**src/rtl/regfile_access_ctrl.sv**
```systemverilog
// Register-file access controller: issue-side operand fetch, pending-write scoreboard and a one-entry operand stage.
// Optional macro REGFILE_BYPASS_EN forwards a same-cycle writeback to matching sources instead of stalling.
module regfile_access_ctrl #(
    parameter int WIDTH = 32,
    parameter int SIZE  = 32
) (
    input  logic             clk,
    input  logic             reset,
    input  logic             issue_valid,
    output logic             issue_ready,
    input  logic [4:0]       issue_rs1,
    input  logic [4:0]       issue_rs2,
    input  logic [4:0]       issue_rd,
    input  logic             issue_rd_we,
    output logic             op_valid,
    input  logic             op_ready,
    output logic [WIDTH-1:0] op_a,
    output logic [WIDTH-1:0] op_b,
    output logic [4:0]       op_rd,
    output logic             op_rd_we,
    input  logic             wb_valid,
    input  logic [4:0]       wb_rd,
    input  logic [WIDTH-1:0] wb_data,
    output logic             rf_write_enabled,
    output logic [4:0]       rf_write_location,
    output logic [WIDTH-1:0] rf_write_data,
    output logic [4:0]       rf_read1_location,
    input  logic [WIDTH-1:0] rf_read1_out,
    output logic [4:0]       rf_read2_location,
    input  logic [WIDTH-1:0] rf_read2_out,
    output logic [15:0]      stall_count
);

    localparam logic [5:0] SIZE_LIM = 6'(SIZE);

    // Location 0 and locations at or beyond SIZE are hardwired zero and never tracked.
    function automatic logic is_real(input logic [4:0] loc);
        return (loc != 5'd0) && ({1'b0, loc} < SIZE_LIM);
    endfunction

    function automatic logic pending_of(input logic [SIZE-1:0] vec, input logic [4:0] loc);
        logic hit;
        hit = 1'b0;
        for (int i = 0; i < SIZE; i++) begin
            if (loc == 5'(i)) hit = vec[i];
        end
        return hit;
    endfunction

    logic [SIZE-1:0]  pending;
    logic [SIZE-1:0]  pending_next;
    logic             rs1_real, rs2_real, rd_real, wb_real;
    logic             rs1_pend, rs2_pend, rd_pend;
    logic             wb_hit1, wb_hit2;
    logic             src_hazard, hazard, accept;
    logic [WIDTH-1:0] op_a_next, op_b_next;

    assign rf_read1_location = issue_rs1;
    assign rf_read2_location = issue_rs2;
    assign rf_write_enabled  = wb_valid && wb_real;
    assign rf_write_location = wb_rd;
    assign rf_write_data     = wb_data;

    always_comb begin
        rs1_real = is_real(issue_rs1);
        rs2_real = is_real(issue_rs2);
        rd_real  = is_real(issue_rd);
        wb_real  = is_real(wb_rd);
        rs1_pend = pending_of(pending, issue_rs1);
        rs2_pend = pending_of(pending, issue_rs2);
        rd_pend  = pending_of(pending, issue_rd);
        wb_hit1  = wb_valid && wb_real && (wb_rd == issue_rs1);
        wb_hit2  = wb_valid && wb_real && (wb_rd == issue_rs2);
`ifdef REGFILE_BYPASS_EN
        src_hazard = (rs1_pend && !wb_hit1) || (rs2_pend && !wb_hit2);
        op_a_next  = !rs1_real ? '0 : (wb_hit1 ? wb_data : rf_read1_out);
        op_b_next  = !rs2_real ? '0 : (wb_hit2 ? wb_data : rf_read2_out);
`else
        // The array still returns the old value during its write cycle, so a matching source waits one cycle.
        src_hazard = rs1_pend || rs2_pend || wb_hit1 || wb_hit2;
        op_a_next  = rs1_real ? rf_read1_out : '0;
        op_b_next  = rs2_real ? rf_read2_out : '0;
`endif
        hazard = src_hazard || (issue_rd_we && rd_pend);
    end

    // Handshake: a transfer happens on a posedge where valid && ready; the operand stage holds
    // its entry stable until op_ready, and issue_ready never depends on issue_valid.
    assign issue_ready = (!op_valid || op_ready) && !hazard;
    assign accept      = issue_valid && issue_ready;

    always_comb begin
        pending_next = pending;
        for (int i = 0; i < SIZE; i++) begin
            if (wb_valid && wb_real && (wb_rd == 5'(i))) pending_next[i] = 1'b0;
        end
        // Set after clear so a same-cycle issue to the same destination keeps it pending.
        for (int i = 0; i < SIZE; i++) begin
            if (accept && issue_rd_we && rd_real && (issue_rd == 5'(i))) pending_next[i] = 1'b1;
        end
    end

    always_ff @(posedge clk) begin
        if (reset) begin
            pending     <= '0;
            op_valid    <= 1'b0;
            op_a        <= '0;
            op_b        <= '0;
            op_rd       <= 5'd0;
            op_rd_we    <= 1'b0;
            stall_count <= 16'd0;
        end else begin
            pending <= pending_next;
            if (accept) begin
                op_valid <= 1'b1;
                op_a     <= op_a_next;
                op_b     <= op_b_next;
                op_rd    <= issue_rd;
                op_rd_we <= issue_rd_we;
            end else if (op_valid && op_ready) begin
                op_valid <= 1'b0;
            end
            if (issue_valid && !issue_ready && (stall_count != 16'hFFFF)) begin
                stall_count <= stall_count + 16'd1;
            end
        end
    end

endmodule

```
**config.mk**
```make
export PLATFORM = sky130hd
export DESIGN_NAME = regfile_access_ctrl
export DESIGN_NICKNAME = d
export VERILOG_FILES = /design/src/rtl/regfile_access_ctrl.sv
export SDC_FILE = /design/constraint.sdc
export NUM_CORES = 1
export LEC_CHECK = 0
export ABC_AREA = 1
export BUFFER_PORTS_ARGS = -buffer_cell sky130_fd_sc_hd__buf_2
export CAP_MARGIN = 25
export CELL_PAD_IN_SITES_DETAIL_PLACEMENT = 0
export CELL_PAD_IN_SITES_GLOBAL_PLACEMENT = 1
export CORE_MARGIN = 2
export CORE_UTILIZATION = 31
export DETAILED_ROUTE_END_ITERATION = 7
export HOLD_SLACK_MARGIN = 0.06
export PLACE_DENSITY = 0.87
export SLEW_MARGIN = 5
export SYNTH_ARGS = -nofsm -noshare
export SYNTH_HDL_FRONTEND = slang
export SYNTH_SLANG_ARGS = --single-unit
```
**constraint.sdc**
```tcl
create_clock -name clk -period 2.8 [get_ports clk]
set_clock_uncertainty 0.1 [all_clocks]
set_input_delay 0.42 -clock clk [delete_from_list [all_inputs] [get_ports clk]]
set_output_delay 0.42 -clock clk [all_outputs]
set_load 0.1 [all_outputs]
```
* Word-level counts from Yosys, hierarchy flattened *
Cells that the tools add are included.

storage, ports and cells
  bits in read-only memories = 0
  logic and storage cells = 454
  bits in writable memories = 0
  memories = 0
  output and inout port bits = 136
  flip-flop bits (word level) = 119
  input port bits = 122
  bits in latches = 0

cells by class
  reduce and logical (&&, ||, !) cells = 124
  bitwise logic cells = 0
  order comparisons = 0
  mux-type cells = 164
  $add $sub $neg = 1
  eq/ne operators = 127
  multiply operators = 0
  div/mod/pow operators = 0
  shift-type cells = 0

operators by type and width
  kind                                                                   number
  5-bit equality test, second input constant                             64
  1-bit two-way mux                                                      162
  5-bit by 4-bit equality test with 1-bit output, second input constant  32
  5-bit by 3-bit equality test with 1-bit output, second input constant  16
  1-bit logical AND                                                      75
  2-bit nonzero test                                                     33
  32-bit two-way mux                                                     2
  5-bit by 2-bit equality test with 1-bit output, second input constant  8
  5-bit by 1-bit equality test with 1-bit output, second input constant  4
  5-bit zero test                                                        4
  5-bit nonzero test                                                     4
  16-bit by 1-bit adder with 16-bit output, second input constant        1
  16-bit != test, second input constant                                  1
  5-bit equality test                                                    2
  1-bit logical OR                                                       5
  1-bit zero test                                                        3

* Depth between registers and ports, before layout *
  depth in word-level cells = 44
  mapped depth = 29
  mapped depth without buffers = 26

* Least setup slack after synthesis *
No wires, ideal clock.

  path kind = input-to-output
  start = input port issue_rd[4]
  end = output port issue_ready
  data required time = 2,280 ps
  path slack = -734 ps
  arrival time = 3,014 ps
  stages = 24
  path through = buf_2 inv_2 nand3_2 or2_1 nand2_1 nand4_1 nand2_1 nand3_1 nand2_1 nand4_1 nand2_1 nand3_1 nand2_1 nand4_1 nand2_1 nand3_1 nand2_1 nand4_1 nor2_1 nand4_1 nand2_1 nand2_2 clkbuf_1 inv_1

on the way
  cells in the longest elaborated chain, start to end = 37
  elaborated cells on any way between the ends = 68
  classes of those cells = eq/ne: 31; mux: 32; reduce/logical: 5

ends and longest elaborated chain
  element                          line  RTL
  start: declaration               13    input logic [4:0] issue_rd,
  5-bit zero test                  45    if (loc == 5'(i)) hit = vec[i];
  1-bit two-way mux (31 in a row)  45
  1-bit two-way mux (*)            45
  1-bit logical AND (*)            84    hazard = src_hazard || (issue_rd_we && rd_pend);
  1-bit logical OR (*)             84
  1-bit zero test (*)              89    assign issue_ready = (!op_valid || op_ready) && !hazard;
  1-bit logical AND (*)            89
  end: declaration                 10    output logic issue_ready,

Every way passes the cells marked *; elsewhere a longest branch is shown, timed or not.

* Worst setup path after layout *
  start = register pending[1]
  end = output port issue_ready

on the way
  cells in the longest elaborated chain, start to end = 37
  elaborated cells on any way between the ends = 100
  classes of those cells = mux: 93; reduce/logical: 7

ends and longest elaborated chain
  element                          line  RTL
  start: declaration               50    logic [SIZE-1:0] pending;
  start signal: assignment         113   pending <= pending_next;
  1-bit two-way mux (31 in a row)  45
  1-bit logical OR (3 in a row)    80    src_hazard = rs1_pend || rs2_pend || wb_hit1 || wb_hit2;
  1-bit logical OR (*)             84
  1-bit zero test (*)              89
  1-bit logical AND (*)            89

Marked as above.

==> metrics <==
RSZ-0062 raised after global routing=yes; startpoint types=register; Async SR Flop Fraction=0%; Final Hold Fails=0; post-place setup slack=-550 ps; io pins=~260; CTS tree=built; failing checks=negative setup slack; Clock Sinks=roughly 120; Slew @ Worst Pin=586 ps; Mapped Nets=about 1200; final wirelength=25400 um; Tmin final=approximately 3300 ps; DP HPWL=around 18000 um; via/cell ratio=5.03; PortBufs=roughly 190; hold depth=3; Pre-antenna DRT Iters=5; status=finished with violations; count of mapped cells out of synthesis=about 1000; yosys warns=0; Seq/Total Area, Yosys=34.8%; final core occ=46.8%; mean post-synth cell area=~6.6 um^2; hold path start=rf_read1_out[22]; Synth area leaders=dfxtp_1 35%, nand2_1 14%, a21oi_1 9.1%; top cell type's share of synthesized area=a little over a third; ant diodes=0; Peak VDD IR=a little under 0.5 mV; global-route wire length before repair=a little over 40000 um; Synth Register Bits=roughly 120; GR Util All Layers=between 20% and 30%; wire per inst=between 15 and 20 um; htree depth=4; cell with the most instances after synthesis=nand2_1; final period utilization=117%; Synth cell types=36; Hold WC Path Type=input pin to register; number of flops mapped to enable cells by yosys=0; Critical Path Start=pending[1]$_SDFFE_PP0P_; Clock transition at path regs=~60 ps; CP max FO=3; GPL Wtd Cong=~0.91; worst reg-to-reg path cell count=28; GRT Residual Overflow=0; final worst-path setup slack=-489 ps; Setup TNS=-40240 ps; Core Rows=54; Worst R2R End=pending[10]$_SDFFE_PP0P_; Placeable Area=roughly 22000 um^2; CTS Buf Count=17; Max Cap Violations=0; worst endpoint required time=~2300 ps; Pwr Density=~600 nW/um^2; Initial DRC Count=between 400 and 500; Worst R2R Start=pending[1]$_SDFFE_PP0P_; CP Capture Type=output port; initial antenna violation count=0; fin nets=1437; hold path endpoint=op_a[22]$_SDFFE_PP0P_; post-route cell area=around 10000 um^2; Via Count=8076; layout cells sized above 1=36.9%; area grow syn2layout=48.7%; vias in the first global route=7999; Hold Worst Slack=approximately 150 ps; Initial Util=between 30% and 40%; top cell type by total area after synthesis=dfxtp_1; Relative slew margins=about three fifths; pins over their slew limit=0; maximum achievable frequency=between 300 and 400 MHz; Placed Area=approximately 8800 um^2; final setup vio count=106; Max clock buf depth=2; Worst R2R Setup Slack=-450 ps; Routed Antenna Nets=0; die area=approximately 23000 um^2; WP data arrival=2770 ps; root buf cell=clkbuf_16; Post-route DRC=0; Die W=153 um; leakage=roughly 4.4 nW; commonest cells in the netlist=259 x nand2_1, 124 x a21oi_1, 119 x dfxtp_1; Primary FF master, synth=dfxtp_1; chip height=between 150 and 200 um; mapped cell area=6850 um^2; worst skew pair latency=420 ps; Setup CP Type=register to output port; largest net degree at the start of global routing=between 60 and 70
how the worst max path moves through the flow:
stage	to	slack, ps
2_1_floorplan	issue_ready	-290
3_3_place_gp	issue_ready	-500
3_5_place_dp	stall_count[2]$_SDFFE_PP0P_	-550
4_1_cts	issue_ready	-500
5_1_grt	pending[5]$_SDFFE_PP0P_	-710
6_report	issue_ready	-490
kinds of logic after synthesis:
logic type,synth area share [%]
compound gates,11.2
flops,34.8
fa+ha+maj,0.183
simple gates,37.9
xor+xnor,2.30
buf+inv,13.6
metrics by stage:
| step | std cells | power [mW] |
|---|---|---|
| 2_1_floorplan | 1040 | 3.25 |
| 3_3_place_gp | 1551 | 3.47 |
| 3_5_place_dp | 1551 | 3.48 |
| 4_1_cts | 1604 | 6.05 |
| 5_1_grt | 1607 | 6.28 |
| 6_report | 1607 | 6.07 |
critical path, cell delays in order, from the launching register on:
cell and delay, ps:
dfxtp_2 340, inv_2 50, nor2_1 30, nand2_1 60
nand3_1 80, nor2_1 100, nand4_1 110, nand2_1 80
nand4_1 90, nor2_1 90, nand4_1 80, nand2_1 90
nand4_1 70, nand2_1 70, nand3_1 60, nand2_1 70
nand4_1 80, nand2_1 90, nand4_1 80, nand2_1 80
nand2_2 60, nor2_4 150, nand2_4 90, clkinvlp_4 90
buf_12 160
cells in the final DEF, fill, tap and decap left out, types with 2 or more instances in the layout:
cell type	instances
inv_6	4
nand4_1	65
clkbuf_16	18
inv_1	71
buf_12	15
clkinv_4	3
o21ai_0	12
nor4_1	7
xnor2_1	6
nand3_1	96
buf_6	11
a21oi_1	90
dfxtp_1	113
xor2_1	12
buf_2	191
buf_16	7
clkinv_2	4
inv_2	6
bufinv_16	4
nand3_2	19
nand3_4	2
nand2_4	2
nor3_1	25
nand2_2	11
bufbuf_16	4
nor2_4	4
nand2_1	248
a21oi_2	34
nor2_1	77
dfxtp_2	5
o31ai_1	2
buf_4	129
o22ai_1	4
nor2_2	8
a41oi_1	2
clkinvlp_4	2
inv_4	2
final cells by class:
type | count | area [um^2]
inverter | 82 | 329
timing repair buffer | 359 | 2710
clock buffer | 17 | 425
fill | 2235 | 11600
tap | 280 | 350
sequential | 119 | 2390
multi-input combinational | 735 | 3780
clock inverter | 15 | 200
power by group:
part,internal [mW],leakage [nW],switching (mW)
combinational,0.610,3.13,1.29
sequential,1.78,0.972,0.0514
clock,1.49,0.308,0.846
total,3.89,4.40,2.19
state kept, by name, summed over array words and instances (netlist names):
register	flops
op_rd_we	1
op_b	32
op_rd	5
op_valid	1
op_a	32
pending	32
stall_count	16
what timing repair did:
| item | CTS | global route |
|---|---|---|
| setup buffers | 11 | 2 |
| pin swaps | 14 | 7 |
| gates cloned | 11 | 1 |
| endpoints found under the setup margin | 119 | 119 |
| resized for setup | 34 | 46 |
| hold buffers | 0 | 0 |
per-layer routing:
layer  part of all wire (%)  up-vias  global-route usage, %
li1                       -     3986                      -
met5                      0        -                      0
met3                    6.8       39                   5.18
met4                    2.2        0                   7.89
met2                     47      294                   35.6
met1                     44     3757                   27.3
Note: power is estimated with default switching activity, not from simulation.
